### src/rtl/uart_pkg.sv
// Types and helpers shared by the UART transmit arbiter and its priority picker.
package uart_pkg;

    typedef enum logic [1:0] {IDLE, LAUNCH, WAIT_BUSY, WAIT_DONE} tx_arb_state_t;

    // Width of a requester index; a single requester still needs one bit.
    function automatic int grant_id_w(input int num_req);
        return (num_req > 1) ? $clog2(num_req) : 1;
    endfunction

endpackage

### src/rtl/uart_rr_pick.sv
// Rotating-priority search: first set request at or above ptr, wrapping around.
module uart_rr_pick
    import uart_pkg::*;
#(
    parameter int NUM_REQ = 4,
    parameter int ID_W    = grant_id_w(NUM_REQ)
) (
    input  logic [NUM_REQ-1:0] req,
    input  logic [ID_W-1:0]    ptr,
    output logic [NUM_REQ-1:0] grant_onehot,
    output logic [ID_W-1:0]    grant_id,
    output logic               any
);

    always_comb begin
        int              pos;
        logic [ID_W-1:0] idx;
        grant_onehot = '0;
        grant_id     = '0;
        any          = 1'b0;
        pos          = 0;
        idx          = '0;
        for (int i = 0; i < NUM_REQ; i++) begin
            pos = int'(ptr) + i;
            if (pos >= NUM_REQ) begin
                pos = pos - NUM_REQ;
            end
            idx = pos[ID_W-1:0];
            if (!any && req[idx]) begin
                any               = 1'b1;
                grant_onehot[idx] = 1'b1;
                grant_id          = idx;
            end
        end
    end

endmodule

### src/rtl/uart_tx_arbiter.sv
// Round-robin scheduler feeding one uart_tx serializer from NUM_REQ byte producers,
// one frame at a time, with a watchdog on the serializer's busy response.
module uart_tx_arbiter
    import uart_pkg::*;
#(
    parameter int DATA_WIDTH   = 8,
    parameter int NUM_REQ      = 4,
    parameter int BUSY_TIMEOUT = 4
) (
    input  logic                           i_clk,
    input  logic                           i_rstn,
    input  logic [NUM_REQ-1:0]             i_req_valid,
    input  logic [NUM_REQ*DATA_WIDTH-1:0]  i_req_data,
    output logic [NUM_REQ-1:0]             o_req_ready,
    output logic [DATA_WIDTH-1:0]          o_tx_din,
    output logic                           o_tx_valid,
    input  logic                           i_tx_busy,
    output logic [grant_id_w(NUM_REQ)-1:0] o_grant_id,
    output logic                           o_active,
    output logic                           o_err_timeout
);

    localparam int ID_W  = grant_id_w(NUM_REQ);
    localparam int CNT_W = $clog2(BUSY_TIMEOUT + 1);

    tx_arb_state_t                      state_q, state_d;
    logic [ID_W-1:0]                    rr_ptr_q, rr_ptr_d;
    logic [DATA_WIDTH-1:0]              tx_din_q, tx_din_d;
    logic                               tx_valid_q, tx_valid_d;
    logic [ID_W-1:0]                    grant_id_q, grant_id_d;
    logic [CNT_W-1:0]                   cnt_q, cnt_d;

    logic [NUM_REQ-1:0][DATA_WIDTH-1:0] req_bytes;
    logic [NUM_REQ-1:0]                 pick_onehot;
    logic [ID_W-1:0]                    pick_id;
    logic                               pick_any;
    logic                               err_timeout;

    assign req_bytes = i_req_data;

    uart_rr_pick #(
        .NUM_REQ (NUM_REQ),
        .ID_W    (ID_W)
    ) u_pick (
        .req          (i_req_valid),
        .ptr          (rr_ptr_q),
        .grant_onehot (pick_onehot),
        .grant_id     (pick_id),
        .any          (pick_any)
    );

    always_comb begin
        state_d     = state_q;
        rr_ptr_d    = rr_ptr_q;
        tx_din_d    = tx_din_q;
        grant_id_d  = grant_id_q;
        cnt_d       = cnt_q;
        o_req_ready = '0;
        err_timeout = 1'b0;
        case (state_q)
            IDLE: begin
                // Ready is gated by reset so no requester sees a phantom accept.
                if (i_rstn && !i_tx_busy && pick_any) begin
                    o_req_ready = pick_onehot;
                    tx_din_d    = req_bytes[pick_id];
                    grant_id_d  = pick_id;
                    rr_ptr_d    = (pick_id == ID_W'(NUM_REQ - 1)) ? '0 : pick_id + 1'b1;
                    state_d     = LAUNCH;
                end
            end
            LAUNCH: begin
                cnt_d   = '0;
                state_d = WAIT_BUSY;
            end
            WAIT_BUSY: begin
                if (i_tx_busy) begin
                    cnt_d   = '0;
                    state_d = WAIT_DONE;
                end else if (cnt_q == CNT_W'(BUSY_TIMEOUT - 1)) begin
                    // Serializer never answered: drop the byte rather than retry.
                    err_timeout = 1'b1;
                    cnt_d       = '0;
                    state_d     = IDLE;
                end else begin
                    cnt_d = cnt_q + 1'b1;
                end
            end
            WAIT_DONE: begin
                if (!i_tx_busy) begin
                    state_d = IDLE;
                end
            end
            default: state_d = IDLE;
        endcase
        tx_valid_d = (state_d == LAUNCH);
    end

    always_ff @(posedge i_clk or negedge i_rstn) begin
        if (!i_rstn) begin
            state_q    <= IDLE;
            rr_ptr_q   <= '0;
            tx_din_q   <= '0;
            tx_valid_q <= 1'b0;
            grant_id_q <= '0;
            cnt_q      <= '0;
        end else begin
            state_q    <= state_d;
            rr_ptr_q   <= rr_ptr_d;
            tx_din_q   <= tx_din_d;
            tx_valid_q <= tx_valid_d;
            grant_id_q <= grant_id_d;
            cnt_q      <= cnt_d;
        end
    end

    assign o_tx_din      = tx_din_q;
    assign o_tx_valid    = tx_valid_q;
    assign o_grant_id    = grant_id_q;
    assign o_active      = (state_q != IDLE);
    assign o_err_timeout = err_timeout;

endmodule

### config.mk
export PLATFORM = sky130hd
export DESIGN_NAME = uart_tx_arbiter
export DESIGN_NICKNAME = d
export VERILOG_FILES = /design/src/rtl/uart_pkg.sv /design/src/rtl/uart_rr_pick.sv /design/src/rtl/uart_tx_arbiter.sv
export SDC_FILE = /design/constraint.sdc
export NUM_CORES = 1
export LEC_CHECK = 0
export CAP_MARGIN = 20
export CORE_MARGIN = 8
export CORE_UTILIZATION = 40
export CTS_CLUSTER_SIZE = 28
export DETAILED_ROUTE_END_ITERATION = 8
export PLACE_DENSITY = 0.8
export SKIP_LAST_GASP = 1
export SYNTH_ARGS = -nofsm -noshare
export SYNTH_HDL_FRONTEND = slang
export SYNTH_SLANG_ARGS = --single-unit
### constraint.sdc
create_clock -name i_clk -period 3.2 [get_ports i_clk]
set_input_delay 0.64 -clock i_clk [delete_from_list [all_inputs] [get_ports i_clk]]
set_output_delay 0.64 -clock i_clk [all_outputs]
set_load 0.01 [all_outputs]
==> results.cfg <==
[logic_synthesis]
synth.net_count = 246
ys_types = 38
yosysTopAreaCell = dfrtp_1
yosysSeqAreaShare_pct = 24.0
synth_top_area_share_pct = 24.0
synth_ff_type = dfrtp_1
synth_area_per_cell_um2 = 9.72
ys_ff_latch = 18
synthArstFlopShare_pct = 100
synth_common_cells = nand2_1, dfrtp_1, nor2_1, nor3b_1, ha_1
syn_inst = 193
yosys_warnings = 0
yosysMostFrequentCell = nand2_1
synth_edf_count = 0
ys_top_cells_by_area = dfrtp_1, ha_1, a221oi_2, mux2_4, nor3b_1
syn_area_um2 = 1880

[detailed_routing]
post_drt_wl_per_cell_um = 16.2
drt-total-wl_um = 5260
drt_first_iter_violations = 57
dr_wl_met3_um = 322
postRouteAntennaNets = 0
top_layer = met4
viasPerCell = 5.64
wirelength_met1_um = 2170
drc_errors = 0
drt_pass1_iterations = 4
met2_wirelength_um = 2720
vias = 1834

[worst_setup_path]
rr_startpoint = rr_ptr_q[0]$_DFFE_PN0P_
critical_path_buf_inv_count = 2
crit_path_max_fanout = 5
critPathLaunch = i_req_valid[2]
endpoint_kind = output pin
path_common_cell = nor2_1
crit_type = input pin to output pin
critPathTopFamily = buffers and inverters
max_stage_delay_ps = 570
crit_required_ps = 2560
worstPathArrival_ps = 2510
crit_chain = clkdlybuf4s50_1 -> mux4_2 -> a22oi_1 -> nor2_1 -> a221oi_1 -> nor2_1 -> dlygate4sd2_1
slowest_stage = mux4_2
start_kind = input pin

[die]
die_area_um2 = 7140
core_um2 = 4630
num_io_pins = 56
rows = 25
die_w_um = 84.5
start_util_pct = 40.5
die_y_um = 84.5

[placed_design]
dp_slack_ps = -221
dp.final_hpwl_um = 4210
dp_cells = 318
io_buffer_count = 55
place_area_um2 = 2660
gp_congestion = 0.808

[clocking]
cts_tree = built
cts_root_buf = clkbuf_8
clkTransAtPathRegs_ps = 70
h-tree-depth = 1
clock-sinks = 18
postCtsHoldBufs = 0
clockBufferDepth = 2
clkLatencyLatePin_ps = 250
numCtsBuffers = 3

[grt]
grt_max_degree = 25
grt_pass1_vias = 1928
gr-total-overflow = 0
grt_pass1_wl_um = 8820
grtUsageTotal_pct = 14.8
antenna_found_initial = 0

[timing]
worst_slack_ps = 46.2
fin_skew_ps = 0.683
tightest_slew_ps = 379
slew_headroom_pct = 74.6
finalHoldViolCount = 0
setup_tns_ps = 0
period_share_pct = 98.6
rsz0062_at_grt = yes
final_max_slew_viol_count = 0
fmax_mhz = 317
period_minus_slack_ps = 3150
setup_violations = 0

[worst_hold_path]
min_path_type = flop to flop
min-delay-start = o_grant_id[1]$_DFFE_PN0P_

[pwr]
p_int_uw = 1410
irDropWorstVdd_uv = 431
powerDensity_nw_per_um2 = 883
pwr-share-clk_pct = 7.6
switching_power_uw = 1030
comb_power_share_pct = 77.2
seqPwrFrac_pct = 15.2
sw_frac_of_total_pct = 42.1
p_leak_uw = 0.00119

[final_layout]
fillers = 428
nets = 325
fin_util_pct = 59.7
layout-drive-gt1-share_pct = 27.7
instances_no_fill = 325
syn_to_final_growth_pct = 47.3
design_area_um2 = 2770
diodes = 0

[run_status]
outcome = finished clean

[flow_run]
drv_cap = 0
==> metrics by stage <==
| stage | hold WS, ps | power, uW |
|---|---|---|
| 4_1_cts | 487 | 2420 |
| 3_3_place_gp | 465 | 2130 |
| 6_report | 486 | 2440 |
| 2_1_floorplan | 344 | 1550 |
| 5_1_grt | 495 | 2640 |
| 3_5_place_dp | 470 | 2180 |
==> metal layers <==
layer | vias to the layer above | global-route usage [%]
met1 | 890 | 16.7
met5 | - | 0
met4 | 0 | 4.69
met2 | 40 | 26.3
li1 | 900 | -
met3 | 4 | 3.90
==> placed cells by master (no fill, tap or decap), types with 5 or more instances in the layout <==
| master | synthesis | final |
|---|---|---|
| clkdlybuf4s50_1 | 0 | 48 |
| o221ai_1 | 8 | 8 |
| nand2_1 | 22 | 22 |
| mux2_2 | 7 | 7 |
| dfrtp_1 | 18 | 17 |
| a221oi_1 | 12 | 10 |
| a21oi_1 | 5 | 5 |
| inv_1 | 8 | 8 |
| ha_1 | 14 | 13 |
| nor3b_1 | 16 | 16 |
| a221oi_2 | 9 | 11 |
| buf_4 | 0 | 30 |
| nor2_1 | 17 | 17 |
| mux2_4 | 9 | 9 |
==> worst register-to-register path, stage by stage, from the launching register on <==
cell and delay (ps):
dfrtp_2 380, buf_4 160, buf_4 300, mux2i_1 360, mux2i_4 180, buf_4 190
nor2_4 210, buf_12 160, mux2_2 340, a221oi_1 330, o221ai_1 160
==> final timing paths <==
check	end	slack (ps)	cells past startpoint
hold reg to reg	o_grant_id[1]$_DFFE_PN0P_	490	2
max in group asynchronous	rr_ptr_q[0]$_DFFE_PN0P_	2200	2
hold / removal	o_grant_id[1]$_DFFE_PN0P_	490	2
setup / recovery	o_req_ready[1]	50	7
setup reg to reg	o_tx_din[7]$_DFFE_PN0P_	300	10
min in group asynchronous	cnt_q[2]$_DFFE_PN0P_	780	2
==> state kept, by name, summed over array words and instances (netlist names) <==
signal      cells
o_tx_valid      1
cnt_q           3
o_grant_id      2
state_q         2
rr_ptr_q        2
o_tx_din        8
==> what timing repair did <==
item,CTS,global route
setup endpoints to repair,4,5
resized for setup,6,10
setup buffers,2,1
==> cell families after synthesis <==
group / share of synthesized area [%]
buffers and inverters: 5.87
flip-flops: 24.0
AND/OR/NAND/NOR: 20.8
adder cells (fa/ha/maj): 9.33
multiplexers: 16.1
AO/OA/AOI/OAI: 23.9
==> area by class of cell <==
cell class,count,area [um^2],area share (%)
repair buffers,87,811,29.3
multi-input cells,154,1350,48.8
inverters,8,30.0,1.09
clock buffers,4,55.1,1.99
flip-flops and latches,18,452,16.3
well taps,54,67.6,2.44
==> power groups by stage <==
stage,sequential (uW),clock (uW),combinational (uW)
after CTS,384,190,1850
after floorplan,402,0,1150
after global routing,381,197,2060
after detailed placement,387,0,1790
final,371,186,1880
after global placement,382,0,1750
Power figures use the tool's default switching activity.
